File: src/rtl/mc_control_fsm.sv
// mc_control_fsm: Moore-style control unit for a multi-cycle MIPS datapath.
// It sequences FETCH/DECODE/execute states from the IR opcode/funct fields,
// drives every datapath enable and select, counts retired instructions,
// and traps (or skips) unsupported opcodes and R-type functs.
module mc_control_fsm #(
  parameter int COUNT_W         = 32,
  parameter bit TRAP_ON_ILLEGAL = 1'b1
) (
  input  logic               clk,
  input  logic               reset,
  input  logic [5:0]         opcode,
  input  logic [5:0]         funct,
  input  logic               zero,
  output logic               PCWr,
  output logic               Iord,
  output logic               MemRead,
  output logic               MemWrite,
  output logic               IRwrite,
  output logic               MemtoReg,
  output logic               RegWrite,
  output logic               RegDst,
  output logic               ALUSrcA,
  output logic [1:0]         ALUSrcB,
  output logic [1:0]         PCSource,
  output logic [2:0]         Operation_ALU,
  output logic [3:0]         state,
  output logic               instr_done,
  output logic               illegal_op,
  output logic [COUNT_W-1:0] instr_count
);

  typedef enum logic [3:0] {
    S_FETCH  = 4'd0,
    S_DECODE = 4'd1,
    S_MEMADR = 4'd2,
    S_MEMRD  = 4'd3,
    S_MEMWB  = 4'd4,
    S_MEMWR  = 4'd5,
    S_EXEC   = 4'd6,
    S_RWB    = 4'd7,
    S_BRANCH = 4'd8,
    S_JUMP   = 4'd9,
    S_ADDIEX = 4'd10,
    S_ADDIWB = 4'd11,
    S_TRAP   = 4'd15
  } state_t;

  localparam logic [5:0] OP_RTYPE = 6'b000000;
  localparam logic [5:0] OP_LW    = 6'b100011;
  localparam logic [5:0] OP_SW    = 6'b101011;
  localparam logic [5:0] OP_BEQ   = 6'b000100;
  localparam logic [5:0] OP_ADDI  = 6'b001000;
  localparam logic [5:0] OP_J     = 6'b000010;

  localparam logic [2:0] ALU_ADD = 3'b000;
  localparam logic [2:0] ALU_SUB = 3'b001;
  localparam logic [2:0] ALU_AND = 3'b010;
  localparam logic [2:0] ALU_OR  = 3'b011;
  localparam logic [2:0] ALU_XOR = 3'b100;
  localparam logic [2:0] ALU_LW  = 3'b101;
  localparam logic [2:0] ALU_SW  = 3'b110;
  localparam logic [2:0] ALU_BEQ = 3'b111;

  // Returns {legal, alu_op} for an R-type funct field.
  function automatic logic [3:0] decode_funct(input logic [5:0] f);
    case (f)
      6'b100000: return {1'b1, ALU_ADD};
      6'b100010: return {1'b1, ALU_SUB};
      6'b100100: return {1'b1, ALU_AND};
      6'b100101: return {1'b1, ALU_OR};
      6'b100110: return {1'b1, ALU_XOR};
      default:   return {1'b0, ALU_ADD};
    endcase
  endfunction

  state_t               state_r;
  state_t               state_nx;
  state_t               ill_target;
  logic [COUNT_W-1:0]   count_r;
  logic                 illegal_r;
  logic [3:0]           funct_dec;

  logic                 pc_wr_c;
  logic                 iord_c;
  logic                 mem_read_c;
  logic                 mem_write_c;
  logic                 ir_write_c;
  logic                 mem_to_reg_c;
  logic                 reg_write_c;
  logic                 reg_dst_c;
  logic                 alu_src_a_c;
  logic [1:0]           alu_src_b_c;
  logic [1:0]           pc_source_c;
  logic [2:0]           alu_op_c;
  logic                 done_c;

  assign funct_dec = decode_funct(funct);

  // State register, retired-instruction counter and sticky trap flag.
  always_ff @(posedge clk) begin
    if (reset) begin
      state_r   <= S_FETCH;
      count_r   <= '0;
      illegal_r <= 1'b0;
    end else begin
      state_r <= state_nx;
      if (done_c) begin
        count_r <= count_r + COUNT_W'(1);
      end
      if (state_nx == S_TRAP) begin
        illegal_r <= 1'b1;
      end
    end
  end

  // Next-state and Moore output decode; only BRANCH's PCWr looks at zero.
  always_comb begin
    state_nx     = S_FETCH;
    ill_target   = TRAP_ON_ILLEGAL ? S_TRAP : S_FETCH;
    pc_wr_c      = 1'b0;
    iord_c       = 1'b0;
    mem_read_c   = 1'b0;
    mem_write_c  = 1'b0;
    ir_write_c   = 1'b0;
    mem_to_reg_c = 1'b0;
    reg_write_c  = 1'b0;
    reg_dst_c    = 1'b0;
    alu_src_a_c  = 1'b0;
    alu_src_b_c  = 2'b00;
    pc_source_c  = 2'b00;
    alu_op_c     = ALU_ADD;
    done_c       = 1'b0;
    case (state_r)
      S_FETCH: begin
        mem_read_c  = 1'b1;
        ir_write_c  = 1'b1;
        alu_src_b_c = 2'b01;
        pc_wr_c     = 1'b1;
        state_nx    = S_DECODE;
      end
      S_DECODE: begin
        alu_src_b_c = 2'b11;
        case (opcode)
          OP_RTYPE:     state_nx = S_EXEC;
          OP_LW, OP_SW: state_nx = S_MEMADR;
          OP_BEQ:       state_nx = S_BRANCH;
          OP_ADDI:      state_nx = S_ADDIEX;
          OP_J:         state_nx = S_JUMP;
          default:      state_nx = ill_target;
        endcase
      end
      S_MEMADR: begin
        alu_src_a_c = 1'b1;
        alu_src_b_c = 2'b10;
        if (opcode == OP_LW) begin
          alu_op_c = ALU_LW;
          state_nx = S_MEMRD;
        end else begin
          alu_op_c = ALU_SW;
          state_nx = S_MEMWR;
        end
      end
      S_MEMRD: begin
        iord_c     = 1'b1;
        mem_read_c = 1'b1;
        state_nx   = S_MEMWB;
      end
      S_MEMWB: begin
        mem_to_reg_c = 1'b1;
        reg_write_c  = 1'b1;
        done_c       = 1'b1;
      end
      S_MEMWR: begin
        iord_c      = 1'b1;
        mem_write_c = 1'b1;
        done_c      = 1'b1;
      end
      S_EXEC: begin
        alu_src_a_c = 1'b1;
        if (funct_dec[3]) begin
          alu_op_c = funct_dec[2:0];
          state_nx = S_RWB;
        end else begin
          state_nx = ill_target;
        end
      end
      S_RWB: begin
        reg_dst_c   = 1'b1;
        reg_write_c = 1'b1;
        done_c      = 1'b1;
      end
      S_BRANCH: begin
        alu_src_a_c = 1'b1;
        alu_op_c    = ALU_BEQ;
        pc_source_c = 2'b01;
        pc_wr_c     = zero;
        done_c      = 1'b1;
      end
      S_JUMP: begin
        pc_source_c = 2'b10;
        pc_wr_c     = 1'b1;
        done_c      = 1'b1;
      end
      S_ADDIEX: begin
        alu_src_a_c = 1'b1;
        alu_src_b_c = 2'b10;
        state_nx    = S_ADDIWB;
      end
      S_ADDIWB: begin
        reg_write_c = 1'b1;
        done_c      = 1'b1;
      end
      S_TRAP: begin
        state_nx = S_TRAP;
      end
      default: begin
        state_nx = S_FETCH;
      end
    endcase
  end

  // While reset is held every output reads zero so nothing is written.
  assign PCWr          = pc_wr_c & ~reset;
  assign Iord          = iord_c & ~reset;
  assign MemRead       = mem_read_c & ~reset;
  assign MemWrite      = mem_write_c & ~reset;
  assign IRwrite       = ir_write_c & ~reset;
  assign MemtoReg      = mem_to_reg_c & ~reset;
  assign RegWrite      = reg_write_c & ~reset;
  assign RegDst        = reg_dst_c & ~reset;
  assign ALUSrcA       = alu_src_a_c & ~reset;
  assign ALUSrcB       = reset ? 2'b00 : alu_src_b_c;
  assign PCSource      = reset ? 2'b00 : pc_source_c;
  assign Operation_ALU = reset ? 3'b000 : alu_op_c;
  assign state         = reset ? 4'd0 : state_r;
  assign instr_done    = done_c & ~reset;
  assign illegal_op    = illegal_r & ~reset;
  assign instr_count   = reset ? '0 : count_r;

endmodule
File: config.mk
export PLATFORM = sky130hd
export DESIGN_NAME = mc_control_fsm
export DESIGN_NICKNAME = d
export VERILOG_FILES = /design/src/rtl/mc_control_fsm.sv
export SDC_FILE = /design/constraint.sdc
export NUM_CORES = 1
export LEC_CHECK = 0
export BUFFER_PORTS_ARGS = -buffer_cell sky130_fd_sc_hd__buf_4
export CAP_MARGIN = 20
export CELL_PAD_IN_SITES_DETAIL_PLACEMENT = 1
export CELL_PAD_IN_SITES_GLOBAL_PLACEMENT = 1
export CORE_MARGIN = 3
export CORE_UTILIZATION = 35
export DETAILED_ROUTE_END_ITERATION = 16
export PLACE_DENSITY = 0.75
export REMOVE_ABC_BUFFERS = 1
export SKIP_LAST_GASP = 1
export SLEW_MARGIN = 20
export SYNTH_ARGS = -nofsm -noshare
export SYNTH_HDL_FRONTEND = slang
export SYNTH_SLANG_ARGS = --single-unit
File: constraint.sdc
create_clock -name clk -period 2.2 [get_ports clk]
set_clock_uncertainty 0.2 [all_clocks]
set_input_delay 0.44 -clock clk [delete_from_list [all_inputs] [get_ports clk]]
set_output_delay 0.44 -clock clk [all_outputs]
set_load 0.005 [all_outputs]
**After elaboration in Yosys (flattened, before gate mapping)**

Index checks and enable logic that the tools add are counted.

- Reductions and logical operators: 10
- $add $sub $neg: 1
- Equality and inequality tests: 23
- Bitwise logic cells: 12
- Muxes and demuxes: 25

Operators with widths:

| operator | count |
|---|---|
| $eq A6 B6 Y1 const B | 7 |
| $pmux W4 S5 | 2 |
| $add A32 B1 Y32 const B | 1 |
| $mux W32 | 1 |
| $pmux W4 S7 | 1 |
| $eq A4 B4 Y1 const B | 6 |
| $eq A4 B3 Y1 const B | 4 |
| $and A1 B1 Y1 | 11 |
| $reduce_or A2 Y1 | 5 |
| $mux W1 | 9 |
| $mux W3 | 3 |
| $pmux W3 S3 | 1 |
| $eq A4 B2 Y1 const B | 2 |
| $mux W4 | 2 |
| $eq A6 B2 Y1 const B | 1 |
| $eq A6 B3 Y1 const B | 1 |
| $eq A6 B4 Y1 const B | 1 |
| $logic_not A6 Y1 | 1 |
| $mux W2 | 3 |
| $pmux W2 S3 | 1 |
| $reduce_or A6 Y1 | 1 |
| $eq A4 B1 Y1 const B | 1 |
| $logic_not A4 Y1 | 1 |
| $pmux W2 S2 | 1 |
| 4 further kinds | 4 |

- Output and inout bits: 54
- Word-level logic and storage cells: 74
- Register bits after elaboration: 37
- Input port bits: 15

**Depth between registers and ports, before layout**

- Depth in word-level cells: 5
- Depth in mapped cells: 6
- Gate-level depth less buffers: 5

**Least setup slack after synthesis**

Ideal clock, no wire load.

- Path type: input -> output
- Start point: input reset
- End point: output PCSource[0]
- Cell stages on the path: 4
- Buffers on the path: 3
- Setup slack: 0.210 ns
- Data arrival time: 1.350 ns
- Data required time: 1.560 ns
- Cell sequence: clkbuf_1 -> clkbuf_1 -> buf_1 -> nor2_1

- Word-level cells in the longest chain between the ends: 1

RTL lines:

| item | line | RTL |
|---|---|---|
| from (decl) | 10 | `input logic reset,` |
| $mux W2 | 233 | `assign PCSource = reset ? 2'b00 : pc_source_c;` |
| to (decl) | 24 | `output logic [1:0] PCSource,` |

Every way passes these cells.

**Final worst setup path**

- Start point: register state_r[0]
- End point: output Operation_ALU[2]

- Word-level cells in the longest chain between the ends: 3
- Elaborated cells on any way between the ends: 5
- Classes of those cells: eq/ne: 3; mux: 2

RTL lines:

| item | line | RTL |
|---|---|---|
| from (decl) | 76 | `state_t state_r;` |
| from (signal assigned) | 106 | `state_r <= state_nx;` |
| $eq A4 B4 Y1, or another cell as far along | 133 | `case (state_r)` |
| $pmux W3 S3 (*) | 133 |  |
| $mux W3 (*) | 234 | `assign Operation_ALU = reset ? 3'b000 : alu_op_c;` |
| to (decl) | 25 | `output logic [2:0] Operation_ALU,` |

Mark *: on every way between the ends. The rest lies on a longest branch, timed or not.

==> qor.yml <==
timing:
  worst_slew_pin_slew_ns: 0.454
  slew-limit-headroom: 0.694
  setup_tns_ns: 0
  slew_violations: 0
  setup_viol: 0
  fin_crit_sh: 0.998
  hold_viol_final: 0
  rsz0062_at_grt: "true"
  fmax_mhz: 455
  period_needed_ns: 2.20
placed_design:
  dp_hpwl_mm: 5.58
  globalplace.congestion: 0.842
  portBuffers: 68
  placedCellCount: 482
cts:
  root_buffer: "clkbuf_8"
  h-tree-depth: 2
  postCtsSetupBuffers: 0
  cts_tree: "yes"
  clock_latency_ns: 0.28
  path_clk_slew_ns: 0.07
  cts_buffer_depth: 2
  clock-sinks: 37
  cts_buffers: 5
pwr:
  power.density_nw_per_um2: 687
  p_comb_frac: 0.445
  total_power_mw: 2.26
  intPower_mw: 1.43
  switching_power_mw: 0.828
  max-vdd-ir-drop_mv: 0.367
  power_frac_clock: 0.203
  swShare: 0.366
  leakage_nw: 1.35
  pwr-share-seq: 0.352
layout:
  ff_latch_area_um2: 751
  syn_to_final_growth_pct: 33.5
  multiInputGateArea_um2: 1630
  drive_above_1_share: 0.305
  utilization: 0.499
  layoutNonFillerInstCount: 490
  n_antenna_cell: 0
  fillCellCount: 859
  nNetsFinal: 412
setup_path:
  cp_max_fo: 3
  r2r_cells: 6
  worstSetupPathType: "flop to primary output"
  required_ns: 1.56
  critPathArrivalTime_ns: 1.56
  worst-r2r-setup-slack_ns: 0.20
  r2r-start: "count_r[17]"
  critPathLaunchType: "flop"
  timing.rr.end: "count_r[26]"
  cp-end-kind: "primary output"
yosys:
  yosysUniqueCellTypes: 48
  synth_top_family_by_area: "simple AND/OR/NAND/NOR gates"
  syn_area_um2: 2470
  yosys_warnings: 0
  synth-seq-cells: 37
  postSynthCellCount: 320
  synthAdderAreaFrac: 0.00507
  synth_seq_area_share: 0.300
  avgSynthCellArea_um2: 7.71
  yosys.area_share.simple: 0.421
  synthMuxAreaShare: 0.0177
  synth_compound_area_frac: 0.0933
  yosys.area_share.xor_xnor: 0.103
floorplanning:
  core_um2: 6600
  die_x_um: 90.0
  rows: 29
  die-height_um: 90.0
  dieArea_um2: 8100
  pin_count: 69
  initial_core_util: 0.374
detailed_routing:
  wl_met3_um: 275
  avgViaCountPerCell: 5.10
  avgRoutedWirePerCell_um: 15.0
  post-route-drc-count: 0
  drtPass1Iterations: 4
  vias: 2500
  topRoutingLayerUsed: "met4"
  ant_nets: 0
  routed_wirelength_mm: 7.35
  initialDrtViolationCount: 109
  wl_met1_mm: 3.19
  wl_met2_mm: 3.84
min_path:
  min_path_cells: 2
  hp-start: "illegal_r"
  holdPathEnd: "illegal_r"
  hp-class: "flop to flop"
global_route:
  grt.overflow.total: 0
  grt_max_degree: 25
  grtUsageTotal: 0.178
  antenna_found_initial: 0
  grt_pass1_wl_mm: 12.2
  grt_pass1_vias: 2588
run_status:
  status: "completed"
job:
  drv_cap: 0
## placed cells by master, fill, tap and decap left out, drive strengths merged
master and n:
nor3 17, a211o 1, nor4b 2, xnor2 23
nor2b 32, o211ai 1, ha 1, a22oi 1
nor2 49, nor3b 1, and2 1, and4 4
o21a 2, and3b 1, nand4 7, clkbuf 8
a31oi 1, dfxtp 37, or2 2, mux2 3
o211a 3, o22a 1, and3 4, xor2 6
o21ai 8, mux2i 1, nor4 13, nand4b 1
buf 90, a21oi 14, o41ai 1, nand2b 10
nand2 19, a311oi 1, a211oi 2, inv 12
nand3 9, or3 8
## Yosys cell counts, drive strengths merged
master / number / share of area
and3b: 1 / 0.0035
o211a: 3 / 0.012
nand3: 9 / 0.018
or3: 8 / 0.020
and3: 4 / 0.010
dfxtp: 37 / 0.30
nor2: 49 / 0.075
nor2b: 32 / 0.081
clkbuf: 11 / 0.017
and4: 4 / 0.014
a211oi: 2 / 0.0061
nor3b: 1 / 0.0030
nor4b: 2 / 0.0071
xor2: 6 / 0.021
o21a: 2 / 0.0061
a311oi: 1 / 0.0035
xnor2: 23 / 0.082
or2: 2 / 0.0051
mux2i: 1 / 0.0041
nand4: 7 / 0.026
and2: 1 / 0.0025
nor4: 13 / 0.058
nand2b: 10 / 0.025
inv: 12 / 0.018
o22a: 1 / 0.0035
a22oi: 1 / 0.0030
nor3: 17 / 0.039
buf: 10 / 0.025
ha: 1 / 0.0051
a211o: 1 / 0.0035
o21ai: 8 / 0.016
mux2: 3 / 0.014
o41ai: 1 / 0.0035
nand2: 19 / 0.029
a21oi: 14 / 0.030
o211ai: 1 / 0.0030
a31oi: 1 / 0.0025
nand4b: 1 / 0.0035
## metrics by stage
step           area (um2)  worst slack (ns)  hold slack [ns]
3_3_place_gp         3160            0.0915            0.278
4_1_cts              3250          -0.00311            0.304
2_1_floorplan        2360           -0.0113            0.224
3_5_place_dp         3160            0.0483            0.283
5_1_grt              3290            -0.113            0.324
6_report             3290           0.00418            0.297
## cell families (layout without fill, tap and decap cells)
family                   count (synthesis)  in the layout
AND/OR/NAND/NOR                        180            180
XOR/XNOR                                29             29
AO/OA/AOI/OAI                           36             36
buffers and inverters                   33            110
adder cells (fa/ha/maj)                  1              1
flip-flops                              37             37
multiplexers                             4              4
## layout make-up
| type | instances | area share |
|---|---|---|
| tap | 93 | 0.0353 |
| sequential | 37 | 0.228 |
| clock buffer | 8 | 0.0243 |
| inverter | 12 | 0.0137 |
| timing repair buffer | 90 | 0.205 |
| multi-input combinational | 250 | 0.494 |
## metal layers
layer / GRT usage / up-vias
met3: 0.0342 / 4
met4: 0.0383 / 0
li1: - / 1237
met1: 0.227 / 1211
met2: 0.313 / 48
met5: 0 / -
## sequential cells by signal, summed over array words and instances, names as in the netlist
name	cells
state_r	4
illegal_r	1
count_r	32
## critical path, cell delays in order (launching register included)
cell      delay (ns)
dfxtp_2         0.33
nand2b_4        0.15
nor4_4          0.33
nand4b_1        0.16
a21oi_1         0.17
buf_4           0.13
## power by group through the flow
stage / clock network (mW) / logic, mW / registers (mW)
CTS: 0.470 / 0.972 / 0.776
floorplan: 0 / 0.473 / 0.819
finish: 0.459 / 1.01 / 0.797
global route: 0.496 / 1.12 / 0.804
detailed placement: 0 / 0.963 / 0.785
global placement: 0 / 0.941 / 0.782
## worst max path at each step
stage / startpoint / slack (ns) / endpoint
after floorplan: state_r[0] / -0.01 / count_r[29]
after global placement: funct[3] / 0.09 / Operation_ALU[2]
after detailed placement: funct[3] / 0.05 / Operation_ALU[0]
after CTS: state_r[2] / -0.003 / Operation_ALU[0]
after global routing: state_r[0] / -0.11 / Operation_ALU[2]
final: state_r[0] / 0.004 / Operation_ALU[2]
## repair_timing
item / CTS / global route
hold buffers: 0 / 0
pin swaps: 0 / 5
resized for setup: 5 / 11
setup endpoints to repair: 6 / 12
Power figures use the tool's default switching activity.
